### config.mk
export PLATFORM = sky130hd
export DESIGN_NAME = lfsr_prng_gen
export DESIGN_NICKNAME = d
export VERILOG_FILES = /design/src/rtl/lfsr_prng_gen.sv
export SDC_FILE = /design/constraint.sdc
export NUM_CORES = 1
export LEC_CHECK = 0
export ABC_AREA = 0
export CORE_ASPECT_RATIO = 1.2
export CORE_MARGIN = 4
export CORE_UTILIZATION = 49
export CTS_BUF_LIST = sky130_fd_sc_hd__clkbuf_16
export CTS_CLUSTER_DIAMETER = 80
export DETAILED_ROUTE_END_ITERATION = 12
export PLACE_DENSITY = 0.8
export SYNTH_ARGS = -nofsm -noshare
export SYNTH_HDL_FRONTEND = slang
export SYNTH_SLANG_ARGS = --single-unit
### constraint.sdc
create_clock -name clk -period 2.3 [get_ports clk]
set_clock_uncertainty 0.15 [all_clocks]
set_input_delay 0.46 -clock clk [delete_from_list [all_inputs] [get_ports clk]]
set_output_delay 0.46 -clock clk [all_outputs]
set_load 0.05 [all_outputs]
### src/rtl/lfsr_prng_gen.sv
// Fibonacci LFSR word generator with leapfrog stepping,
// seed loading, warm-up discard and a valid/ready output.
module lfsr_prng_gen #(
  parameter int                WIDTH  = 32,
  parameter logic [WIDTH-1:0]  TAPS   = WIDTH'(32'hB89ADA1C),
  parameter int                STEP   = 1,
  parameter logic [WIDTH-1:0]  SEED   = WIDTH'(32'hAAAAAAAA),
  parameter int                WARMUP = 0
) (
  input  logic             clk,
  input  logic             rst,
  input  logic             seed_load,
  input  logic [WIDTH-1:0] seed_in,
  input  logic             out_ready,
  output logic             out_valid,
  output logic [WIDTH-1:0] q,
  output logic             seed_err
);

  typedef enum logic {
    WARM,
    RUN
  } state_t;

  localparam state_t      INIT_S = (WARMUP == 0) ? RUN : WARM;
  localparam logic        INIT_V = (WARMUP == 0);
  localparam logic [15:0] WLAST  =
    16'((WARMUP > 0) ? WARMUP - 1 : 0);

  state_t      state;
  logic [15:0] wcnt;
  logic        seed_zero;
  logic [WIDTH-1:0] nxt;

  // STEP single shifts folded into one combinational advance
  function automatic logic [WIDTH-1:0] adv(
    input logic [WIDTH-1:0] s
  );
    logic [WIDTH-1:0] r;
    r = s;
    for (int k = 0; k < STEP; k++) begin
      r = {r[WIDTH-2:0], ^(r & TAPS)};
    end
    return r;
  endfunction

  assign seed_zero = (seed_in == '0);
  assign nxt       = adv(q);

  always_ff @(posedge clk or posedge rst) begin
    if (rst) begin
      q         <= SEED;
      wcnt      <= '0;
      seed_err  <= 1'b0;
      state     <= INIT_S;
      out_valid <= INIT_V;
    end else begin
      seed_err <= 1'b0;
      if (seed_load) begin
        q         <= seed_zero ? SEED : seed_in;
        seed_err  <= seed_zero;
        wcnt      <= '0;
        state     <= INIT_S;
        out_valid <= INIT_V;
      end else begin
        unique case (state)
          WARM: begin
            q <= nxt;
            if (wcnt == WLAST) begin
              wcnt      <= '0;
              state     <= RUN;
              out_valid <= 1'b1;
            end else begin
              wcnt <= wcnt + 16'd1;
            end
          end
          RUN: begin
            if (out_ready) q <= nxt;
          end
        endcase
      end
    end
  end

endmodule

### Yosys cells after proc, flatten, opt, wreduce, memory -nomap -nowiden

Index checks and enable logic that the tools add are counted.

* register bits: 51

* bitwise operators: 1
* mux-type cells: 14
* add/sub/neg operators: 1
* reductions and logical operators: 5
* equal/unequal tests: 2

Operators with widths (number)
* $mux W32: 3
* $pmux W32 S2: 1
* $mux W16: 3
* $logic_not A32 Y1: 1
* $reduce_xor A32 Y1: 1
* $add A16 B1 Y16 const B: 1
* $logic_not A16 Y1: 1
* $mux W1: 7
* $ne A3 B3 Y1 const B: 1
* $ne A2 B2 Y1 const B: 1
* $reduce_and A2 Y1: 1
* $reduce_bool A2 Y1: 1
* $not A1 Y1: 1

### Depth between registers and ports, before layout

Gate-level depths: netlist of run 1.

* word-level depth: 4
* depth in mapped cells: 8

### Worst setup path after synthesis of run 1

Ideal clock, no wire load.

* kind: input port to flip-flop
* start point: input seed_in[9]
* end point: register q[29]
* data required time: 2073 ps
* path slack: 515 ps
* buffers on the path: 1
* data arrival time: 1558 ps
* stages on the path: 5
* path through: or4_4 nor3_4 nand4_4 buf_6 a31oi_1

* word-level cells in the longest chain between the ends: 3

Ends and longest elaborated chain
* start, declared: RTL line 13 `input logic [WIDTH-1:0] seed_in,`
* $logic_not A32 Y1: RTL line 47 `assign seed_zero = (seed_in == '0);`
* $mux W32: RTL line 60 `q <= seed_zero ? SEED : seed_in;`
* $mux W32: RTL line 59 `if (seed_load) begin`
* end signal, assigned: RTL line 60
* end signal, assigned: RTL line 68 `q <= nxt;`
* end signal, assigned: RTL line 78 `if (out_ready) q <= nxt;`
* end, declared: RTL line 16 `output logic [WIDTH-1:0] q,`

No other way between the ends.
A chain may end at the register's enable or synchronous reset.

### Worst setup path in the final report of run 1

* start point: register q[13]
* end point: output q[13]

No word-level cell between the ends.

==> results of run 1 <==
[state kept, by name (all words and copies together) (netlist names)]
name / count
state: 1
q: 32
wcnt: 16
seed_err: 1
[Yosys cell counts, drive strengths merged, types with 2 or more instances]
master and instances:
xnor2 13, nand4 7, o21ai 33, o31ai 6, inv 6, ha 2, nand3 5, a21oi 4
nor4 9, clkbuf 6, nand2 25, buf 14, and2 2, a31oi 19, dfrtp 33, nor2 21
nand2b 3, mux2i 31, xor2 7, nor3 2, nor2b 3, dfstp 17
[cell families after synthesis]
group,count (synthesis),share of synthesized area
simple gates,83,0.167
compound gates,65,0.139
flops,50,0.462
mux,31,0.113
buf+inv,26,0.0454
xor+xnor,20,0.0636
fa+ha+maj,2,0.00908
other cells,1,0.00136
[metrics by stage]
step           TNS [ns]  power, W  hold WS (ns)
2_1_floorplan         0   0.00175         0.314
3_3_place_gp      -3.53   0.00207         0.338
3_5_place_dp      -4.62   0.00209         0.350
4_1_cts               0   0.00292         0.311
5_1_grt               0   0.00302         0.334
6_report              0   0.00289         0.304
[power groups by stage]
| stage | sequential, W | combinational (W) | clock [W] |
|---|---|---|---|
| after floorplan | 0.00143 | 0.000324 | 0 |
| after global placement | 0.00111 | 0.000962 | 0 |
| after detailed placement | 0.00111 | 0.000977 | 0 |
| after CTS | 0.00110 | 0.000983 | 0.000832 |
| after global routing | 0.00112 | 0.00103 | 0.000879 |
| final | 0.00110 | 0.000978 | 0.000812 |
[repair_timing]
action                                  in CTS  in global routing
gates resized for setup                      1                  1
cloned                                       0                  1
endpoints found under the setup margin      11                 15
hold endpoints to repair                     0                  0
pin swaps                                    0                  1
setup buffers                                0                  1
[path summary, 6_finish.rpt]
check,start,endpoint,depth (start not counted)
setup reg to reg,wcnt[0],wcnt[14],6
setup / recovery,q[13],q[13],1
hold / removal,rst,wcnt[10],2
max in group asynchronous,rst,q[3],3
min in group clk,q[13],q[13],2
hold reg to reg,q[13],q[13],2
[layer usage]
metal | global-route usage | routed length, um
met3 | 0.0440 | 375
met1 | 0.263 | 2770
met5 | 0 | 0
met2 | 0.347 | 3560
met4 | 0.0559 | 83
[cell type report]
class	count	area, um2
clock buffers	5	125
flip-flops and latches	50	1270
inverters	6	22.5
clock inverters	3	37.5
well taps	62	77.6
repair buffers	86	811
fillers	407	1640
multi-input cells	203	1390
==> results.sh, run 1 <==
export IMPL_status="finished clean"
export IMPL_cp_top_family="buffers and inverters"
export IMPL_hp_class="input pin to async pin"
export IMPL_slowest_delay_ns=0.80
export IMPL_syn_num_nets=316
export IMPL_ys_async_sr_fraction=1.00
export IMPL_port_buffers=68
export IMPL_fin_util=0.695
export IMPL_dp_cells=405
export IMPL_cp_required_ns=1.69
export IMPL_clock_latency_ns=0.29
export IMPL_antenna_found_initial=0
export IMPL_cp_start_kind="register"
export IMPL_dieWidth_um=76.5
export IMPL_grt_pass1_wl_mm=11.6
export IMPL_p_switching_w=0.000991
export IMPL_cts_buffers=5
export IMPL_period_share=0.975
export IMPL_synth_edf_count=0
export IMPL_drc_errors=0
export IMPL_netlist_instances=278
export IMPL_seq_power_share=0.381
export IMPL_ys_seq_area_frac=0.462
export IMPL_ir_drop_mv=0.498
export IMPL_synth_flop_cell="dfrtp_1"
export IMPL_area_growth_pct=35.5
export IMPL_ys_seq_elements=50
export IMPL_final_cell_mix="52 x clkdlybuf4s50_1, 33 x dfrtp_1, 31 x o21ai_1, 31 x mux2i_1, 30 x buf_4"
export IMPL_swShare=0.343
export IMPL_grt_usage=0.204
export IMPL_syn_avg_cell_area_um2=9.92
export IMPL_hold_viol_final=0
export IMPL_finalNonFillerCells=415
export IMPL_yosysTopAreaCell="dfrtp_1"
export IMPL_slew_headroom=0.643
export IMPL_grt_max_degree=37
export IMPL_cts_hold_buf=0
export IMPL_cap_violations=0
export IMPL_rsz0062_at_grt="false"
export IMPL_routed_wl_mm=6.79
export IMPL_p_int_w=0.00190
export IMPL_cts_buffer_depth=2
export IMPL_rows=29
export IMPL_clk_pin_slew_ns=0.07
export IMPL_fmax_mhz=446
export IMPL_cp_arrival_ns=1.63
export IMPL_design_core_area_um2=5370
export IMPL_wl_per_cell_um=16.4
export IMPL_drt_pre_antenna_iters=5
export IMPL_maxSlewViolCount=0
export IMPL_tightest_slew_ns=0.534
export IMPL_h_tree_depth=2
export IMPL_dp_hpwl_mm=4.91
export IMPL_grt_pass1_vias=2333
export IMPL_initial_core_util=0.513
export IMPL_synth_warnings=0
export IMPL_endpoint_kind="primary output"
export IMPL_diodes=0
export IMPL_synth_top_area_frac=0.300
export IMPL_final_common_cell="clkdlybuf4s50_1"
export IMPL_power_leakage_nw=1.60
export IMPL_path_cells="clkdlybuf4s50_1"
export IMPL_crit_type="register to primary output"
export IMPL_place_ws_ns=-0.302
export IMPL_antenna_left=0
export IMPL_fin_area_um2=3730
export IMPL_layout_min_cycle_time_ns=2.24
export IMPL_yosys_top_cells_area="dfrtp_1 30%, dfstp_2 16%, mux2i_1 11%"
export IMPL_clockRootBuffer="clkbuf_16"
export IMPL_postPlaceCellArea_um2=3540
export IMPL_r2r_setup_slack_ns=0.33
export IMPL_synth_cell_types=40
export IMPL_pwr_density_cell_nw_per_um2=774
export IMPL_io_pins=70
export IMPL_pwr_share_clk=0.281
export IMPL_fin_nets=390
export IMPL_cp_buffers_inverters=1
export IMPL_drive_gt1_frac=0.195
export IMPL_die_y_um=90.2
export IMPL_grt_overflow=0
export IMPL_crit_slowest_cell="clkdlybuf4s50_1"
export IMPL_dieArea_um2=6890
export IMPL_cts_sinks=50
export IMPL_setup_slack_ns=0.0586
export IMPL_setup_violations=0
export IMPL_vias=2356
export IMPL_routed_via_density=5.68
export IMPL_drt_initial_drc_count=131
export IMPL_synth_area_um2=2760
export IMPL_critPathMaxFanout=3
export IMPL_share_comb_of_total_power=0.338
export IMPL_gp_congestion=0.818
export IMPL_tritoncts="built"
(Power assumes the default switching activity.)
==> run 2: changes to the inputs <==
--- a/config.mk
+++ b/config.mk
@@ -8,11 +8,11 @@
 export ABC_AREA = 0
 export CORE_ASPECT_RATIO = 1.2
 export CORE_MARGIN = 4
-export CORE_UTILIZATION = 49
+export CORE_UTILIZATION = 30
 export CTS_BUF_LIST = sky130_fd_sc_hd__clkbuf_16
 export CTS_CLUSTER_DIAMETER = 80
 export DETAILED_ROUTE_END_ITERATION = 12
-export PLACE_DENSITY = 0.8
+export SLEW_MARGIN = 20
 export SYNTH_ARGS = -nofsm -noshare
 export SYNTH_HDL_FRONTEND = slang
 export SYNTH_SLANG_ARGS = --single-unit
==> constraint.sdc (replaced) <==
create_clock -name clk -period 2.15 [get_ports clk]
set_clock_uncertainty 0.15 [all_clocks]
set_input_delay 0.43 -clock clk [delete_from_list [all_inputs] [get_ports clk]]
set_output_delay 0.43 -clock clk [all_outputs]
set_load 0.05 [all_outputs]
==> run 2 against run 1 <==
  * Critical path depth is the same
  * Register-to-register slack worse by 0.13 ns
  * Largest power group unchanged
  * First-iteration DRC count shrank 47%
  * Critical endpoint is now q[30]
  * Hold slack gained 0.046 ns
  * Design area grew 1.3%
==> results.sh, run 2 (synthesis results as in run 1) <==
export IMPL_drc_errors=0
export IMPL_p_int_w=0.00190
export IMPL_critPathMaxFanout=3
export IMPL_swShare=0.363
export IMPL_period_share=0.964
export IMPL_port_buffers=68
export IMPL_seq_power_share=0.396
export IMPL_pwr_density_cell_nw_per_um2=788
export IMPL_fill_cells=883
export IMPL_dieWidth_um=95.5
export IMPL_fmax_mhz=482
export IMPL_clockRootBuffer="clkbuf_16"
export IMPL_cts_buffers=5
export IMPL_path_cells="clkdlybuf4s50_1"
export IMPL_antenna_left=0
export IMPL_drt_pre_antenna_iters=4
export IMPL_gp_congestion=0.741
export IMPL_status="finished clean"
export IMPL_io_pins=70
export IMPL_tightest_slew_ns=0.533
export IMPL_cts_hold_buf=0
export IMPL_grt_overflow=0
export IMPL_tritoncts="built"
export IMPL_grt_max_degree=51
export IMPL_rows=38
export IMPL_wl_per_cell_um=15.6
export IMPL_design_core_area_um2=8990
export IMPL_dp_hpwl_mm=5.45
export IMPL_share_comb_of_total_power=0.346
export IMPL_grt_usage=0.139
export IMPL_clk_pin_slew_ns=0.07
export IMPL_cts_sinks=50
export IMPL_final_cell_mix="41 x clkdlybuf4s50_1, 39 x buf_4, 33 x dfrtp_1"
export IMPL_power_total_w=0.00298
export IMPL_highest_layer="met4"
export IMPL_hp_class="input pin to async pin"
export IMPL_cp_required_ns=1.57
export IMPL_setup_violations=0
export IMPL_area_growth_pct=37.3
export IMPL_ir_drop_mv=0.295
export IMPL_drive_gt1_frac=0.236
export IMPL_maxSlewViolCount=0
export IMPL_finalNonFillerCells=471
export IMPL_fin_hold_ws_ns=0.350
export IMPL_final_common_cell="clkdlybuf4s50_1"
export IMPL_grt_pass1_vias=2334
export IMPL_seqCellArea_um2=1270
export IMPL_cp_arrival_ns=1.49
export IMPL_regMostFlops="q"
export IMPL_routed_wl_mm=7.35
export IMPL_setup_slack_ns=0.0764
export IMPL_dp_cells=462
export IMPL_fin_nets=389
export IMPL_drt_met1_wl_mm=3.01
export IMPL_multi_input_area_um2=1400
export IMPL_initial_core_util=0.307
export IMPL_cp_top_family="buffers and inverters"
export IMPL_slowest_delay_ns=0.83
export IMPL_top_regs="q x32, wcnt x16"
export IMPL_layout_min_cycle_time_ns=2.07
export IMPL_endpoint_kind="primary output"
export IMPL_hold_viol_final=0
export IMPL_power_leakage_nw=1.58
export IMPL_crit_slowest_cell="clkdlybuf4s50_1"
export IMPL_dieArea_um2=10800
export IMPL_grt_pass1_wl_mm=11.8
export IMPL_rsz0062_at_grt="false"
export IMPL_slew_headroom=0.643
export IMPL_crit_type="register to primary output"
export IMPL_place_ws_ns=-0.355
export IMPL_clock_latency_ns=0.29
export IMPL_pwr_share_clk=0.258
export IMPL_cp_start_kind="register"
export IMPL_h_tree_depth=2
export IMPL_wl_met3_um=491
export IMPL_cts_buffer_depth=2
export IMPL_routed_via_density=4.92
export IMPL_diodes=0
export IMPL_antenna_found_initial=0
export IMPL_cp_buffers_inverters=1
export IMPL_die_y_um=113
export IMPL_cap_violations=0
export IMPL_p_switching_w=0.00108
export IMPL_met2_length_mm=3.78
export IMPL_vias=2319
export IMPL_drt_initial_drc_count=69
export IMPL_largest_reg_flops=32
run 2: area by class of cell:
| type | instances | area share |
|---|---|---|
| Inverter | 6 | 0.00595 |
| Clock buffer | 5 | 0.0331 |
| Multi-Input combinational cell | 202 | 0.370 |
| Sequential cell | 50 | 0.336 |
| Timing Repair Buffer | 86 | 0.212 |
| Tap cell | 120 | 0.0397 |
| Clock inverter | 2 | 0.00397 |
run 2: power by group through the flow:
stage               clock, W  combinational, W  sequential, W
floorplan                  0          0.000347        0.00152
global placement           0           0.00103        0.00120
detailed placement         0           0.00104        0.00120
CTS                 0.000787           0.00104        0.00118
global route        0.000825           0.00110        0.00120
finish              0.000769           0.00103        0.00118
run 2: repair_timing:
item                                    4_1_cts  5_1_grt
setup buffers                                 2        0
pin swaps                                     0        1
endpoints found under the hold margin         0        0
gates resized for setup                       0        7
endpoints found under the setup margin       11       21
run 2: metal layers:
metal | up-vias | track usage
li1 | 1135 | -
met1 | 1108 | 0.170
met2 | 68 | 0.247
met3 | 8 | 0.0293
met4 | 0 | 0.0304
met5 | - | 0
run 2: worst register-to-register path, cell delays in order, from the launching register on:
cell and delay, ns:
dfrtp_1 0.44, inv_1 0.08, ha_1 0.13, nor3b_1 0.28, a41o_4 0.42, nor2_1 0.09, o21ai_1 0.15, o41ai_2 0.09
run 2: worst paths after layout:
kind / startpoint / end / slack (ns) / cells past startpoint
max reg2reg: wcnt[0] / wcnt[6] / 0.20 / 7
min: rst / wcnt[0] / 0.35 / 3
max in group asynchronous: rst / q[1] / 1.21 / 3
min in group clk: wcnt[11] / wcnt[11] / 0.36 / 1
max: q[30] / q[30] / 0.08 / 1
min reg2reg: wcnt[11] / wcnt[11] / 0.36 / 1
run 2: through the flow:
stage	utilization	area (um2)	TNS, ns
floorplan	-	2760	0
global placement	0.398	3580	-4.49
detailed placement	0.398	3580	-5.25
CTS	0.417	3740	0
global route	0.421	3780	0
finish	0.421	3780	0
==> RTL change: new RTL, flow settings as in run 1 <==
Reset style: synchronous (`rst`), changed in one clocked block.
--- a/src/rtl/lfsr_prng_gen.sv
+++ b/src/rtl/lfsr_prng_gen.sv
@@ -47,7 +47,7 @@
   assign seed_zero = (seed_in == '0);
   assign nxt       = adv(q);
 
-  always_ff @(posedge clk or posedge rst) begin
+  always_ff @(posedge clk) begin
     if (rst) begin
       q         <= SEED;
       wcnt      <= '0;
Behaviour: differs if rst is asserted again (counterexample within 4 cycles, from zero or initial values and one cycle with rst high); with rst held inactive, the same outputs for 10 cycles.
==> RTL change against run 1 <==
  * Setup slack gained 0.089 ns
  * Routed wire length shrank 10%
  * Sequential share of layout area shrank 5.1 points
  * Synthesized area shrank 6.5%
  * Final cell count shrank 2.4%
  * Total power shrank 21%
  * Design area shrank 7.4%
  * Sequential cell count is the same
==> RTL change: results (changes against run 1) <==
Global routing
  • Vias in the first global route: 2,123 (-9.0%)
  • First-pass GRT wire length: 9.749 mm (-16%)
  • Initial antenna violation count: 0 (unchanged)
  • Global Route Usage Sum: 0.1941 (-0.01027)
  • Largest net degree at the start of global routing: 51 (+38%)

Clock network
  • H-Tree Level Count: 2 (unchanged)
  • Max Buffers Root-to-Sink: 2 (unchanged)
  • CTS Root Cell: clkbuf_16
  • Worst-Skew Late Latency: 0.28 ns
  • TritonCTS buffer count: 5 (unchanged)
  • Reg clk slew, reported paths: 0.06 ns

Placed design
  • Placer's final routability congestion estimate: 0.8147 (-0.45%)
  • Area after DPL: 0.003318 mm^2 (-6.2%)
  • Pre-CTS WS: -0.1407 ns (+0.1609 ns)
  • DP HPWL: 4.553 mm (-7.3%)
  • IO buf count: 68 (unchanged)

Drt
  • Vias/cell: 5.316 (-6.4%)
  • TritonRoute pass-1 iters: 4 (-1)
  • Iter 0 DRT Violations: 99 (-24%)
  • Routed wire length: 6.077 mm (-10%)

Pwr
  • Worst VDD drop: 0.4963 mV (-0.36%)
  • Leak: 1.433 nW (-10%)
  • Net Switching: 0.6807 mW (-31%)

STA
  • Actual slew at the worst max-slew pin: 0.6145 ns (+0.08080 ns)
  • Post-route clock period utilization: 0.9357 (-0.03883)
  • Setup violators final: 0 (unchanged)

Final layout
  • Final net count: 382 (-2.1%)
  • Fillers: 383 (-5.9%)
  • Biggest regs: q (32), wcnt (16)
  • Ant diodes: 0 (unchanged)
  • Layout cells sized above 1: 0.1101 (-0.08532)

Worst setup path
  • Arrival time worst endpoint: 1.54 ns (-0.09 ns)
  • Worst reg-to-reg setup slack: 0.49 ns (+0.16 ns)
  • Critical path peak fanout: 4 (+1)
  • Max stage delay on crit path: 0.85 ns (+0.05 ns)
  • CP delay by family, top: buffers and inverters
  • Crit path max-delay cell type: clkdlybuf4s50_1

Synthesis
  • Yosys cell types: 31 (-23%)
  • Syn_nets: 314 (-0.63%)
  • Post-synth ARST share: 0 (-1.000)
  • Seq/Total Area, Yosys: 0.3883 (-0.07329)
  • Most frequent cells after synthesis: dfxtp_1, nor2_1, mux2i_1
  • YS warnings: 0 (unchanged)
  • Largest cells by area after synthesis: dfxtp_1, mux2i_1, mux2_4

Hold path
  • Hold Crit Class: primary input to flip-flop

Outcome
  • Status: complete, no violations
[RTL change: worst min-delay path: stages]
cell and delay (ns):
buf_2 0.12, nand3b_1 0.10, nor4_1 0.06
[RTL change: cell type report]
class	instances	area [um^2]	share of cell area
clock inverters	3	11.26	0.003257
flip-flops and latches	50	1001	0.2895
repair buffers	78	773.2	0.2237
inverters	2	7.507	0.002172
clock buffers	5	125.1	0.03619
well taps	60	75.07	0.02172
multi-input cells	207	1464	0.4235
[RTL change: metal layers]
layer  track usage  vias up  share of wire
met1        0.2113     1021           0.40
met3       0.05081       12          0.057
met5             0        -              0
met2        0.3516       45           0.52
li1              -     1075              -
met4       0.07414        0          0.021
[RTL change: through the flow]
step	std cells	hold WS [ns]
after global placement	397	0.3464
after global routing	405	0.3696
after detailed placement	397	0.3461
after CTS	405	0.3387
after floorplan	276	0.3294
final	405	0.3430
[RTL change: power by group through the flow]
stage | sequential (mW) | clock [mW] | combinational [mW]
3_3_place_gp | 0.979 | 0 | 0.626
4_1_cts | 0.961 | 0.703 | 0.633
2_1_floorplan | 1.13 | 0 | 0.265
3_5_place_dp | 0.980 | 0 | 0.630
5_1_grt | 0.968 | 0.738 | 0.666
6_report | 0.961 | 0.684 | 0.629
[RTL change: cell families (layout without fill, tap and decap cells)]
kind of cell / Yosys count / after routing / share of synthesized area
adder cells (fa/ha/maj): 2 / 2 / 0.009707
AO/OA/AOI/OAI: 18 / 18 / 0.04175
multiplexers: 48 / 48 / 0.2131
AND/OR/NAND/NOR: 108 / 108 / 0.1961
flip-flops: 50 / 50 / 0.3883
other: 1 / 1 / 0.001455
XOR/XNOR: 30 / 30 / 0.1019
buffers and inverters: 19 / 88 / 0.04757
[RTL change: path summary, 6_finish.rpt]
| path | end | start | cells past startpoint |
|---|---|---|---|
| max | q[15] | q[15] | 1 |
| min | seed_err | seed_load | 3 |
| max reg2reg | q[27] | state | 5 |
| min reg2reg | wcnt[15] | wcnt[15] | 2 |
[RTL change: what timing repair did]
| action | in CTS | in global routing |
|---|---|---|
| setup endpoints to repair | 0 | 2 |
| buffers inserted | 0 | 0 |
| gates resized for setup | 0 | 1 |
